[config.mk]
export PLATFORM = sky130hd
export DESIGN_NAME = key_sequence_lock
export DESIGN_NICKNAME = d
export VERILOG_FILES = /design/src/rtl/key_sequence_lock.sv
export SDC_FILE = /design/constraint.sdc
export NUM_CORES = 1
export LEC_CHECK = 0
export CORE_MARGIN = 2
export CORE_UTILIZATION = 25
export DETAILED_ROUTE_END_ITERATION = 6
export SETUP_SLACK_MARGIN = 0.3
export SYNTH_ARGS = -nofsm -noshare
export SYNTH_HDL_FRONTEND = slang
export SYNTH_SLANG_ARGS = --single-unit
[constraint.sdc]
create_clock -name clk -period 5.4 [get_ports clk]
set_input_delay 1.08 -clock clk [delete_from_list [all_inputs] [get_ports clk]]
set_output_delay 1.08 -clock clk [all_outputs]
set_load 0.1 [all_outputs]
[src/rtl/key_sequence_lock.sv]
// Keypad sequence lock: collects SEQ_LEN key symbols and checks them
// against PASSCODE, driving unlock, error pulse and lockout status.
// Ports: clk, rst_n (async, active-low); key_code[1:0], key_valid from
// the key encoder; unlocked, error, locked_out, entry_count, fail_count.
module key_sequence_lock #(
  parameter int SEQ_LEN        = 4,
  parameter logic [2*SEQ_LEN-1:0] PASSCODE = (2*SEQ_LEN)'(8'h1B),
  parameter int MAX_FAIL       = 3,
  parameter int UNLOCK_CYCLES  = 8,
  parameter int LOCKOUT_CYCLES = 16,
  parameter int TIMEOUT_CYCLES = 64,
  localparam int EW = $clog2(SEQ_LEN+1),
  localparam int FW = $clog2(MAX_FAIL+1)
) (
  input  logic          clk,
  input  logic          rst_n,
  input  logic [1:0]    key_code,
  input  logic          key_valid,
  output logic          unlocked,
  output logic          error,
  output logic          locked_out,
  output logic [EW-1:0] entry_count,
  output logic [FW-1:0] fail_count
);

  localparam int SW = 2*(SEQ_LEN-1);
  localparam int HM = (UNLOCK_CYCLES > LOCKOUT_CYCLES) ?
                      UNLOCK_CYCLES : LOCKOUT_CYCLES;
  localparam int CW = $clog2(HM+1);
  localparam int TW = $clog2(TIMEOUT_CYCLES+1);

  localparam logic [EW-1:0] ELAST = EW'(SEQ_LEN-1);
  localparam logic [FW-1:0] FMAX  = FW'(MAX_FAIL);
  localparam logic [CW-1:0] UMAX  = CW'(UNLOCK_CYCLES-1);
  localparam logic [CW-1:0] LMAX  = CW'(LOCKOUT_CYCLES-1);
  localparam logic [TW-1:0] TMAX  = TW'(TIMEOUT_CYCLES-1);

  typedef enum logic [1:0] {
    IDLE, ENTRY, OPEN, LOCKOUT
  } state_t;

  state_t        state_q, state_d;
  logic          valid_q;
  logic [SW-1:0] shreg_q, shreg_d;
  logic [EW-1:0] entry_q, entry_d;
  logic [FW-1:0] fail_q, fail_d;
  logic [TW-1:0] timer_q, timer_d;
  logic [CW-1:0] cnt_q, cnt_d;
  logic          unl_q, unl_d;
  logic          err_q, err_d;
  logic          lock_q, lock_d;

  logic                 press;
  logic [2*SEQ_LEN-1:0] cand;
  logic [FW-1:0]        fail_inc;

  assign press = key_valid & ~valid_q;
  // Candidate sequence: stored symbols plus the symbol pressed now.
  assign cand  = {shreg_q, key_code};
  assign fail_inc = (fail_q == FMAX) ? fail_q : fail_q + FW'(1);

  always_comb begin
    state_d = state_q;
    shreg_d = shreg_q;
    entry_d = entry_q;
    fail_d  = fail_q;
    timer_d = timer_q;
    cnt_d   = cnt_q;
    unl_d   = 1'b0;
    err_d   = 1'b0;
    lock_d  = 1'b0;
    unique case (state_q)
      IDLE: begin
        if (press) begin
          shreg_d = cand[SW-1:0];
          entry_d = EW'(1);
          timer_d = '0;
          state_d = ENTRY;
        end
      end
      ENTRY: begin
        if (press) begin
          if (entry_q < ELAST) begin
            shreg_d = cand[SW-1:0];
            entry_d = entry_q + EW'(1);
            timer_d = '0;
          end else begin
            shreg_d = '0;
            entry_d = '0;
            cnt_d   = '0;
            if (cand == PASSCODE) begin
              unl_d   = 1'b1;
              fail_d  = '0;
              state_d = OPEN;
            end else begin
              err_d  = 1'b1;
              fail_d = fail_inc;
              if (fail_inc == FMAX) begin
                lock_d  = 1'b1;
                state_d = LOCKOUT;
              end else begin
                state_d = IDLE;
              end
            end
          end
        end else if (timer_q >= TMAX) begin
          // Timeout aborts the attempt but is not counted as a failure.
          err_d   = 1'b1;
          entry_d = '0;
          shreg_d = '0;
          state_d = IDLE;
        end else begin
          timer_d = timer_q + TW'(1);
        end
      end
      OPEN: begin
        if (cnt_q >= UMAX) begin
          state_d = IDLE;
        end else begin
          cnt_d = cnt_q + CW'(1);
          unl_d = 1'b1;
        end
      end
      LOCKOUT: begin
        if (cnt_q >= LMAX) begin
          fail_d  = '0;
          state_d = IDLE;
        end else begin
          cnt_d  = cnt_q + CW'(1);
          lock_d = 1'b1;
        end
      end
      default: state_d = IDLE;
    endcase
  end

  always_ff @(posedge clk or negedge rst_n) begin
    if (!rst_n) begin
      state_q <= IDLE;
      valid_q <= 1'b0;
      shreg_q <= '0;
      entry_q <= '0;
      fail_q  <= '0;
      timer_q <= '0;
      cnt_q   <= '0;
      unl_q   <= 1'b0;
      err_q   <= 1'b0;
      lock_q  <= 1'b0;
    end else begin
      state_q <= state_d;
      valid_q <= key_valid;
      shreg_q <= shreg_d;
      entry_q <= entry_d;
      fail_q  <= fail_d;
      timer_q <= timer_d;
      cnt_q   <= cnt_d;
      unl_q   <= unl_d;
      err_q   <= err_d;
      lock_q  <= lock_d;
    end
  end

  assign unlocked    = unl_q;
  assign error       = err_q;
  assign locked_out  = lock_q;
  assign entry_count = entry_q;
  assign fail_count  = fail_q;

endmodule

== Word level (Yosys, flattened, before mapping) ==
Cells that the tools add are included.
Operators by class
  add/sub/neg operators: 4
  $lt $le $gt $ge: 4
  equality and inequality tests: 17
  multiplexer cells: 50
  bitwise gates (word level): 2
  reduce and logical (&&, ||, !) cells: 9
Operator list (number)
  $mux 7: 4
  $mux 2: 12
  $mux 6: 4
  $mux 5: 4
  $pmux 5 s3: 1
  $mux 1: 14
  $ne 2x2->1 const B: 7
  $pmux 7 s2: 1
  $mux 3: 4
  $ne 3x3->1 const B: 4
  $pmux 6 s2: 1
  $reduce_and 5->1: 2
  $eq 2x2->1 const B: 4
  $eq 8x5->1 const B: 1
  $pmux 2 s4: 1
  $reduce_and 4->1: 2
  $add 7x1->7 const B: 1
  $ge 7x6->1 const B: 1
  $pmux 3 s2: 1
  $add 5x1->5 const B: 1
  $ge 5x3->1 const B: 1
  $ge 5x4->1 const B: 1
  $pmux 1 s2: 2
  $pmux 2 s2: 1
  other kinds (10): 11
Word-level totals
  register bits after elaboration: 29
  input port bits: 5
  output and inout bits: 8

== Depth between registers and ports, before layout ==
Gate-level depths: netlist of the first run.
  depth in word-level cells: 8
  gate-level depth with buffers: 7

== Worst setup path after synthesis of the first run ==
Ideal clock, no wire load.
  path type: in2reg
  start point: input key_valid
  end point: register cnt_q[0]
  setup time: 0.125 ns
  arrival time: 2.168 ns
  required time: 5.275 ns
  slack: 3.108 ns
  cell stages on the path: 5
  cell sequence: nand2b_1 -> buf_2 -> a221oi_1 -> nand3_1 -> mux2_2
On the way
  longest elaborated chain between the ends: 3
Ends and longest elaborated chain
  start: declaration: RTL line 18  | input logic key_valid,
  $and 1x1->1: RTL line 57  | assign press = key_valid & ~valid_q;
  $ne 2x2->1 (no source line)
  $reduce_and 5->1 (no source line)
  end signal: assignment: RTL line 156  | cnt_q <= cnt_d;
  end: declaration: RTL line 48  | logic [CW-1:0] cnt_q, cnt_d;
No other way between the ends.
A chain may end at the register's enable or synchronous reset.

== Worst setup path in the final report of the first run ==
  start point: input key_valid
  end point: register cnt_q[1]
Same word-level chain as after synthesis.

==> results of run 1 <==
[flip-flops by register name, summed over array words and instances (netlist names)]
signal and flops:
cnt_q 5, entry_count 3, error 1, fail_count 2, locked_out 1, shreg_q 6
state_q 2, timer_q 7, unlocked 1, valid_q 1
[worst reg2reg max path, stage by stage, from the launching register on]
cell and delay, ps:
dfrtp_1 400, inv_1 160, ha_1 520, inv_2 100, a2111o_1 520, o2bb2ai_2 310, mux2_2 370
[final cells by class]
| type | instances | area, sq um | share of cell area |
|---|---|---|---|
| Multi-Input combinational cell | 130 | 885 | 0.449 |
| Sequential cell | 29 | 726 | 0.368 |
| Timing Repair Buffer | 13 | 128 | 0.0648 |
| Clock buffer | 7 | 96.3 | 0.0489 |
| Tap cell | 77 | 96.3 | 0.0489 |
| Inverter | 9 | 33.8 | 0.0172 |
| Clock inverter | 1 | 5.00 | 0.00254 |
[per-layer routing]
metal,up-vias,global-route usage,routed length [um]
met2,26,0.171,1640
li1,677,-,-
met4,0,0.0433,67
met1,635,0.138,1740
met3,6,0.0289,149
met5,-,0,0
[synth_stat cells (4+ instances only)]
cell type,n,area share
mux2_2,5,0.034
a21oi_1,4,0.012
nor2_1,9,0.020
o211ai_1,8,0.036
o21ai_0,8,0.024
clkbuf_1,5,0.011
dfrtp_1,29,0.44
nand3_1,14,0.042
ha_1,9,0.068
inv_1,8,0.018
a2bb2oi_1,5,0.026
nand2_1,19,0.043
[cells by family (layout without fill, tap and decap cells)]
family,Yosys count,in the layout,share of synthesized area
AND/OR/NAND/NOR,67,67,0.206
AO/OA/AOI/OAI,47,47,0.212
flip-flops,29,29,0.435
buffers and inverters,15,30,0.0345
adder cells (fa/ha/maj),9,9,0.0675
multiplexers,7,7,0.0458
[per-stage QoR]
stage                     setup WS, ps  utilization
after global placement            2150        0.293
final                             2380        0.308
after floorplan                   3110            -
after global routing              2230        0.308
after detailed placement          2090        0.293
after CTS                         2390        0.308
[cells in the final DEF (no fill, tap or decap), types with 5 or more instances in the layout]
master	n
a2bb2oi_1	5
clkbuf_8	7
clkdlybuf4s50_1	12
dfrtp_1	29
ha_1	9
inv_1	8
mux2_2	5
nand2_1	19
nand3_1	14
nor2_1	9
o211ai_1	8
o21ai_0	8
[worst max path at each step]
stage | from | to | cells after the start | slack [ps]
CTS | entry_count[0] | entry_count[0] | 1 | 2390
detailed placement | key_valid | cnt_q[1] | 5 | 2090
finish | key_valid | cnt_q[1] | 5 | 2380
floorplan | key_valid | cnt_q[0] | 5 | 3110
global placement | key_valid | cnt_q[1] | 5 | 2150
global route | key_valid | cnt_q[0] | 5 | 2230
[power groups by stage]
stage | clock network (mW) | registers (mW) | logic (mW)
2_1_floorplan | 0 | 0.515 | 0.346
6_report | 0.198 | 0.372 | 0.638
5_1_grt | 0.214 | 0.386 | 0.700
3_5_place_dp | 0 | 0.374 | 0.639
3_3_place_gp | 0 | 0.373 | 0.633
4_1_cts | 0.206 | 0.371 | 0.643
==> run_results.csv, run 1 <==
group,metric,value,unit
synth,syn_inst,174,
synth,synth_nets,188,
clocking,worstSkewPairLatency,280,ps
hold_path,min_to,"timer_q[6]",
finish,stdcell_count,266,
pwr,p_int,0.625,mW
finish,layout.nets,202,
global_routing,grt.total_usage,0.107,
timing,rsz0062_at_grt,"false",
timing,whs,553,ps
critical_path,cp_data_required_time,5560,ps
synth,synth_cell_types,45,
pwr,swShare,0.483,
routing,vias,1344,
pwr,power_density,613,nW/um^2
pwr,pwr-share-comb,0.528,
synth,synthArstFlopShare,1.00,
critical_path,reg2reg_depth,6,
finish,area_delta_synth_final,18.1,%
hold_path,whs_path_depth,1,
finish,drive_gt1_frac,0.106,
timing,finalSetupViolations,0,
critical_path,crit_fanout,17,
synth,syn_area_per_cell,9.59,sq um
floorplanning,die_area,7340,sq um
finish,antenna_cells,0,
critical_path,worstSetupEndpointType,"register",
global_routing,grt_max_degree,30,
synth,synthFlopType,"dfrtp_1",
synth,ys_warn_count,0,
pwr,p_total,1.21,mW
synth,synth_area,1670,sq um
floorplanning,io_pins,13,
timing,finalClockSkew,8.33,ps
pwr,leakagePower,0.818,nW
routing,wirelength,3600,um
job,cap_viol_max_count,0,
clocking,cts_root_buffer,"clkbuf_8",
hold_path,hold_class,"reg -> reg",
floorplanning,core,6390,sq um
placement,dpl_cell_area,1870,sq um
global_routing,grt_pass1_wl,6320,um
synth,yosysSeqAreaShare,0.435,
timing,finalHoldViolCount,0,
timing,max_freq,331,MHz
timing,slew_headroom,0.347,
finish,fin_area,1970,sq um
pwr,ir_drop,0.000318,V
timing,worstMarginPinSlew,976,ps
routing,dr.pass1.iters,4,
placement,gp_congestion,0.802,
clocking,cts_buffer_depth,2,
finish,n_fill_cell,677,
floorplanning,rows,29,
critical_path,r2r_start,"state_q[1]",
routing,drc_errors,0,
floorplanning,die_y,85.7,um
clocking,cts_resized,0,
pwr,power.share.clock,0.164,
placement,portBuffers,12,
run_status,outcome,"complete, no violations",
placement,dp_cells,258,
critical_path,crit_slowest_cell,"a221oi_1",
clocking,ctsHoldBuffers,0,
pwr,seq_power_share,0.308,
clocking,htreeDepth,2,
critical_path,path_buf_inv,1,
placement,dp_hpwl,2540,um
synth,ys_seq_elements,29,
clocking,cts_tree,"built",
floorplanning,initial_utilization,0.261,
routing,drtAntennaViolNets,0,
floorplanning,die_width,85.7,um
critical_path,critPathKind,"in -> reg",
global_routing,grt_overflow,0,
synth,synth_edf_count,0,
global_routing,antenna_found_initial,0,
clocking,cts.sinks,29,
hold_path,hp-start,"timer_q[6]",
routing,routedWlPerCell,13.5,um
timing,fin_crit_sh,0.560,
critical_path,r2r_end,"timer_q[1]",
clocking,cts.clk_slew.worst_paths,70,ps
critical_path,crit_chain,"clkdlybuf4s50_1, nand2b_1, a221oi_1, nand3_1, mux2_2",
critical_path,crit_path_start_kind,"primary input",
clocking,post_cts_buffers,0,
timing,drv_slew,0,
critical_path,cp_top_family,"simple AND/OR/NAND/NOR gates",
routing,vias_per_cell,5.05,
pwr,switching_power,0.583,mW
critical_path,slowest_delay,570,ps
timing,setup_tns,0,ps
clocking,numCtsBuffers,5,
global_routing,grt_pass1_vias,1358,
timing,post-route-min-period,3020,ps
critical_path,ff2ff_setup_slack,2930,ps
critical_path,arrival,3180,ps
routing,dr.first_iter.drc_count,92,
Power figures use the tool's default switching activity.
==> run 2, diff against run 1 <==
Clock period 5.4 ns to 2.84 ns, I/O delays scaled along.
==> run_results.csv, run 2 (same netlist as run 1, synthesis figures left out) <==
group,metric,value,unit
run_status,outcome,"complete, no violations",
floorplanning,core,6390,sq um
critical_path,crit_fanout,8,
placement,dp_slack,412,ps
timing,finalHoldViolCount,0,
clocking,cts_root_buffer,"clkbuf_8",
placement,dp_cells,262,
floorplanning,initial_utilization,0.261,
timing,finalSetupViolations,0,
routing,dr.pass1.iters,4,
timing,max_freq,424,MHz
critical_path,crit_start,"state_q[1]",
pwr,power_density,1160,nW/um^2
timing,finalWorstSetupSlack,480,ps
critical_path,worstSetupEndpointType,"register",
finish,largest_reg_flops,7,
finish,largest_register,"timer_q",
clocking,numCtsBuffers,5,
timing,slew_headroom,0.571,
finish,layout_common_cells,"29 x dfrtp_1, 19 x nand2_1, 14 x nand3_1",
critical_path,crit_end,"timer_q[1]",
placement,dp_hpwl,2660,um
timing,drv_slew,0,
floorplanning,die_width,85.7,um
clocking,cts_resized,0,
clocking,cts.clk_slew.worst_paths,70,ps
routing,vias_per_cell,5.17,
placement,portBuffers,12,
floorplanning,rows,29,
finish,final_common_cell,"dfrtp_1",
critical_path,crit_path_start_kind,"register",
hold_path,hold_class,"reg -> reg",
critical_path,r2r_end,"timer_q[1]",
routing,wirelength,3750,um
timing,worstMarginPinSlew,641,ps
finish,antenna_cells,0,
pwr,leakagePower,0.837,nW
routing,routedWlPerCell,13.9,um
finish,reg_top3,"timer_q (7), shreg_q (6), cnt_q (5)",
finish,layout.nets,206,
pwr,ir_drop,0.000677,V
global_routing,grt_pass1_vias,1365,
critical_path,critPathKind,"reg -> reg",
routing,dr.first_iter.drc_count,127,
clocking,htreeDepth,2,
routing,drc_errors,0,
clocking,worstSkewPairLatency,280,ps
timing,finalClockSkew,6.69,ps
global_routing,grt_overflow,0,
placement,gp_congestion,0.806,
global_routing,grt_pass1_wl,6620,um
finish,drive_gt1_frac,0.156,
clocking,ctsHoldBuffers,0,
floorplanning,io_pins,13,
critical_path,cp_data_required_time,3010,ps
clocking,cts_tree,"built",
finish,n_fill_cell,685,
finish,stdcell_count,269,
routing,vias,1391,
clocking,post_cts_buffers,0,
critical_path,ff2ff_setup_slack,480,ps
global_routing,antenna_found_initial,0,
timing,setup_tns,0,ps
job,cap_viol_max_count,0,
timing,fin_crit_sh,0.831,
routing,drtAntennaViolNets,0,
timing,post-route-min-period,2360,ps
clocking,cts_buffer_depth,2,
finish,area_delta_synth_final,17.8,%
critical_path,arrival,2530,ps
global_routing,grt_max_degree,30,
floorplanning,die_y,85.7,um
critical_path,r2r_start,"state_q[1]",
global_routing,grt.total_usage,0.113,
critical_path,reg2reg_depth,6,
floorplanning,die_area,7340,sq um
clocking,cts.sinks,29,
timing,rsz0062_at_grt,"false",
run 2: cell types whose count changed in the layout (fill, tap and decap cells not counted):
cell,delta
clkbuf_8,-1
clkbuf_1,+1
clkdlybuf4s50_1,-8
buf_4,+12
clkinv_2,-1
run 2: power breakdown:
| part | switching, mW | internal, mW |
|---|---|---|
| clock network | 0.151 | 0.192 |
| logic | 0.814 | 0.407 |
| registers | 0.149 | 0.560 |
run 2: area by class of cell:
class                           instances  area [sq um]  share of cell area
Clock buffer                            7          86.3              0.0439
Multi-Input combinational cell        130           885               0.450
Inverter                                9          33.8              0.0172
Tap cell                               77          96.3              0.0490
Sequential cell                        29           726               0.369
Timing Repair Buffer                   17           138              0.0701
run 2: per-stage QoR:
stage | utilization | cell area (sq um) | power [mW] | hold slack, ps
detailed placement | 0.294 | 1880 | 1.93 | 539
global placement | 0.294 | 1880 | 1.92 | 522
CTS | 0.308 | 1960 | 2.28 | 556
global route | 0.308 | 1960 | 2.45 | 589
finish | 0.308 | 1960 | 2.27 | 550
floorplan | - | 1670 | 1.64 | 272
run 2: how the worst min path moves through the flow:
| stage | cells after the start | end | startpoint | slack (ps) |
|---|---|---|---|---|
| finish | 2 | shreg_q[4] | shreg_q[4] | 550 |
| global route | 1 | cnt_q[3] | cnt_q[3] | 590 |
| CTS | 2 | shreg_q[5] | shreg_q[5] | 560 |
| detailed placement | 2 | shreg_q[3] | shreg_q[3] | 540 |
| global placement | 2 | shreg_q[5] | shreg_q[5] | 520 |
| floorplan | 0 | cnt_q[0] | rst_n | 270 |
run 2: critical path, cell delays in order (launching register included):
cell	delay [ps]
dfrtp_1	410
inv_1	170
ha_1	380
inv_2	80
a2111o_1	510
o2bb2ai_2	330
mux2_2	370
run 2: layer usage:
layer | part of all wire | global-route usage
met3 | 0.039 | 0.0298
met4 | 0.019 | 0.0476
met2 | 0.43 | 0.171
met5 | 0 | 0
met1 | 0.51 | 0.153
==> run 3, diff against run 2 <==
Clock period 2.84 ns to 2.2 ns, I/O delays scaled along.
==> run_results.csv, run 3 (same netlist as run 1, synthesis figures left out) <==
group,metric,value,unit
finish,largest_reg_flops,7,
critical_path,arrival,2100,ps
routing,dr.first_iter.drc_count,68,
routing,routed-wl-met2,1670,um
placement,portBuffers,12,
clocking,cts_root_buffer,"clkbuf_8",
timing,whs,538,ps
critical_path,crit_path_start_kind,"register",
pwr,p_total,3.21,mW
global_routing,grt_max_degree,30,
pwr,power_density,1520,nW/um^2
routing,vias,1423,
critical_path,crit_chain,"ha_2, a21o_1, a2111o_1, or4_1, o211ai_1",
clocking,numCtsBuffers,5,
routing,dr.pass1.iters,4,
critical_path,r2r_end,"timer_q[5]",
global_routing,grt_pass1_vias,1294,
finish,reg_top3,"timer_q (7), shreg_q (6), cnt_q (5)",
finish,layout.nets,219,
critical_path,critPathKind,"reg -> reg",
floorplanning,initial_utilization,0.261,
hold_path,hold_class,"in -> async",
clocking,cts.clk_slew.worst_paths,60,ps
placement,dp_hpwl,2680,um
floorplanning,die_width,85.7,um
timing,setup_tns,0,ps
finish,largest_register,"timer_q",
critical_path,ff2ff_setup_slack,300,ps
critical_path,reg2reg_depth,5,
timing,finalClockSkew,4.14,ps
timing,worstMarginPinSlew,579,ps
critical_path,crit_slowest_cell,"or4_1",
global_routing,grt_overflow,0,
placement,gp_congestion,0.785,
floorplanning,io_pins,13,
timing,finalSetupViolations,0,
global_routing,grt.total_usage,0.115,
floorplanning,die_area,7340,sq um
clocking,worstSkewPairLatency,290,ps
critical_path,slowest_delay,500,ps
timing,post-route-min-period,1900,ps
finish,area_delta_synth_final,26.9,%
finish,layout_common_cells,"26 x dfrtp_1, 25 x buf_4, 19 x nand2_1",
clocking,cts.sinks,29,
clocking,cts_tree,"built",
finish,fin_area,2120,sq um
clocking,htreeDepth,2,
timing,fin_crit_sh,0.864,
routing,wl_met1,1970,um
critical_path,cp_data_required_time,2400,ps
timing,drv_slew,0,
floorplanning,rows,29,
critical_path,worstSetupEndpointType,"register",
routing,wirelength,3920,um
routing,routedWlPerCell,13.9,um
routing,drtAntennaViolNets,0,
floorplanning,die_y,85.7,um
job,cap_viol_max_count,0,
global_routing,grt_pass1_wl,6510,um
timing,finalHoldViolCount,0,
routing,routed.top_layer,"met4",
critical_path,r2r_start,"timer_q[0]",
finish,antenna_cells,0,
finish,final_common_cell,"dfrtp_1",
timing,max_freq,526,MHz
global_routing,antenna_found_initial,0,
routing,drc_errors,0,
finish,stdcell_count,283,
placement,dpl_cell_area,1960,sq um
pwr,leakagePower,0.898,nW
routing,vias_per_cell,5.03,
timing,slew_headroom,0.612,
pwr,ir_drop,0.00133,V
critical_path,crit_fanout,4,
timing,rsz0062_at_grt,"true",
floorplanning,core,6390,sq um
run_status,outcome,"complete, no violations",
routing,met3WireLength,184,um
finish,drive_gt1_frac,0.262,
placement,dp_cells,270,
clocking,cts_buffer_depth,2,
-- run 3: worst max-delay path: cells and delay by family, from the launching register on --
| kind | cells | cell delay [ps] |
|---|---|---|
| AOI/OAI and AO/OA | 3 | 720 |
| and+or+nand+nor | 1 | 500 |
| DFF | 1 | 390 |
| adders and majority gates | 1 | 190 |
-- run 3: layout make-up --
type / instances / area, sq um
clock buffer: 8 / 80.1
fill: 669 / 4270
inverter: 9 / 33.8
multi-input combinational: 130 / 938
sequential: 29 / 729
tap: 77 / 96.3
timing repair buffer: 30 / 239
-- run 3: worst max path at each step --
stage	startpoint	to	slack (ps)	depth (start not counted)
final	timer_q[0]	timer_q[5]	300	5
after global routing	timer_q[0]	timer_q[5]	220	5
after CTS	timer_q[0]	timer_q[5]	250	5
after detailed placement	key_valid	cnt_q[0]	30	6
after global placement	key_valid	cnt_q[4]	60	6
after floorplan	state_q[1]	timer_q[1]	310	6
-- run 3: metal layers --
layer  track usage  vias to the layer above
met1         0.161                      685
met2         0.155                       24
met3        0.0337                        5
met5             0                        -
li1              -                      709
met4        0.0664                        0
-- run 3: power by group --
group	internal, mW	switching, mW	leakage (nW)
registers	0.728	0.189	0.361
clock network	0.224	0.203	0.0395
logic	0.736	1.13	0.497
-- run 3: repair_timing --
action / 4_1_cts / 5_1_grt
gates resized for setup: 3 / 7
buffers inserted: 3 / 2
hold buffers: 0 / 0
pin swaps: 3 / 1
endpoints found under the setup margin: 7 / 15
-- run 3: metrics by stage --
step                setup slack (ps)  utilization
global placement                61.8        0.306
global route                     216        0.332
detailed placement              25.9        0.306
floorplan                        310            -
finish                           300        0.332
CTS                              253        0.325
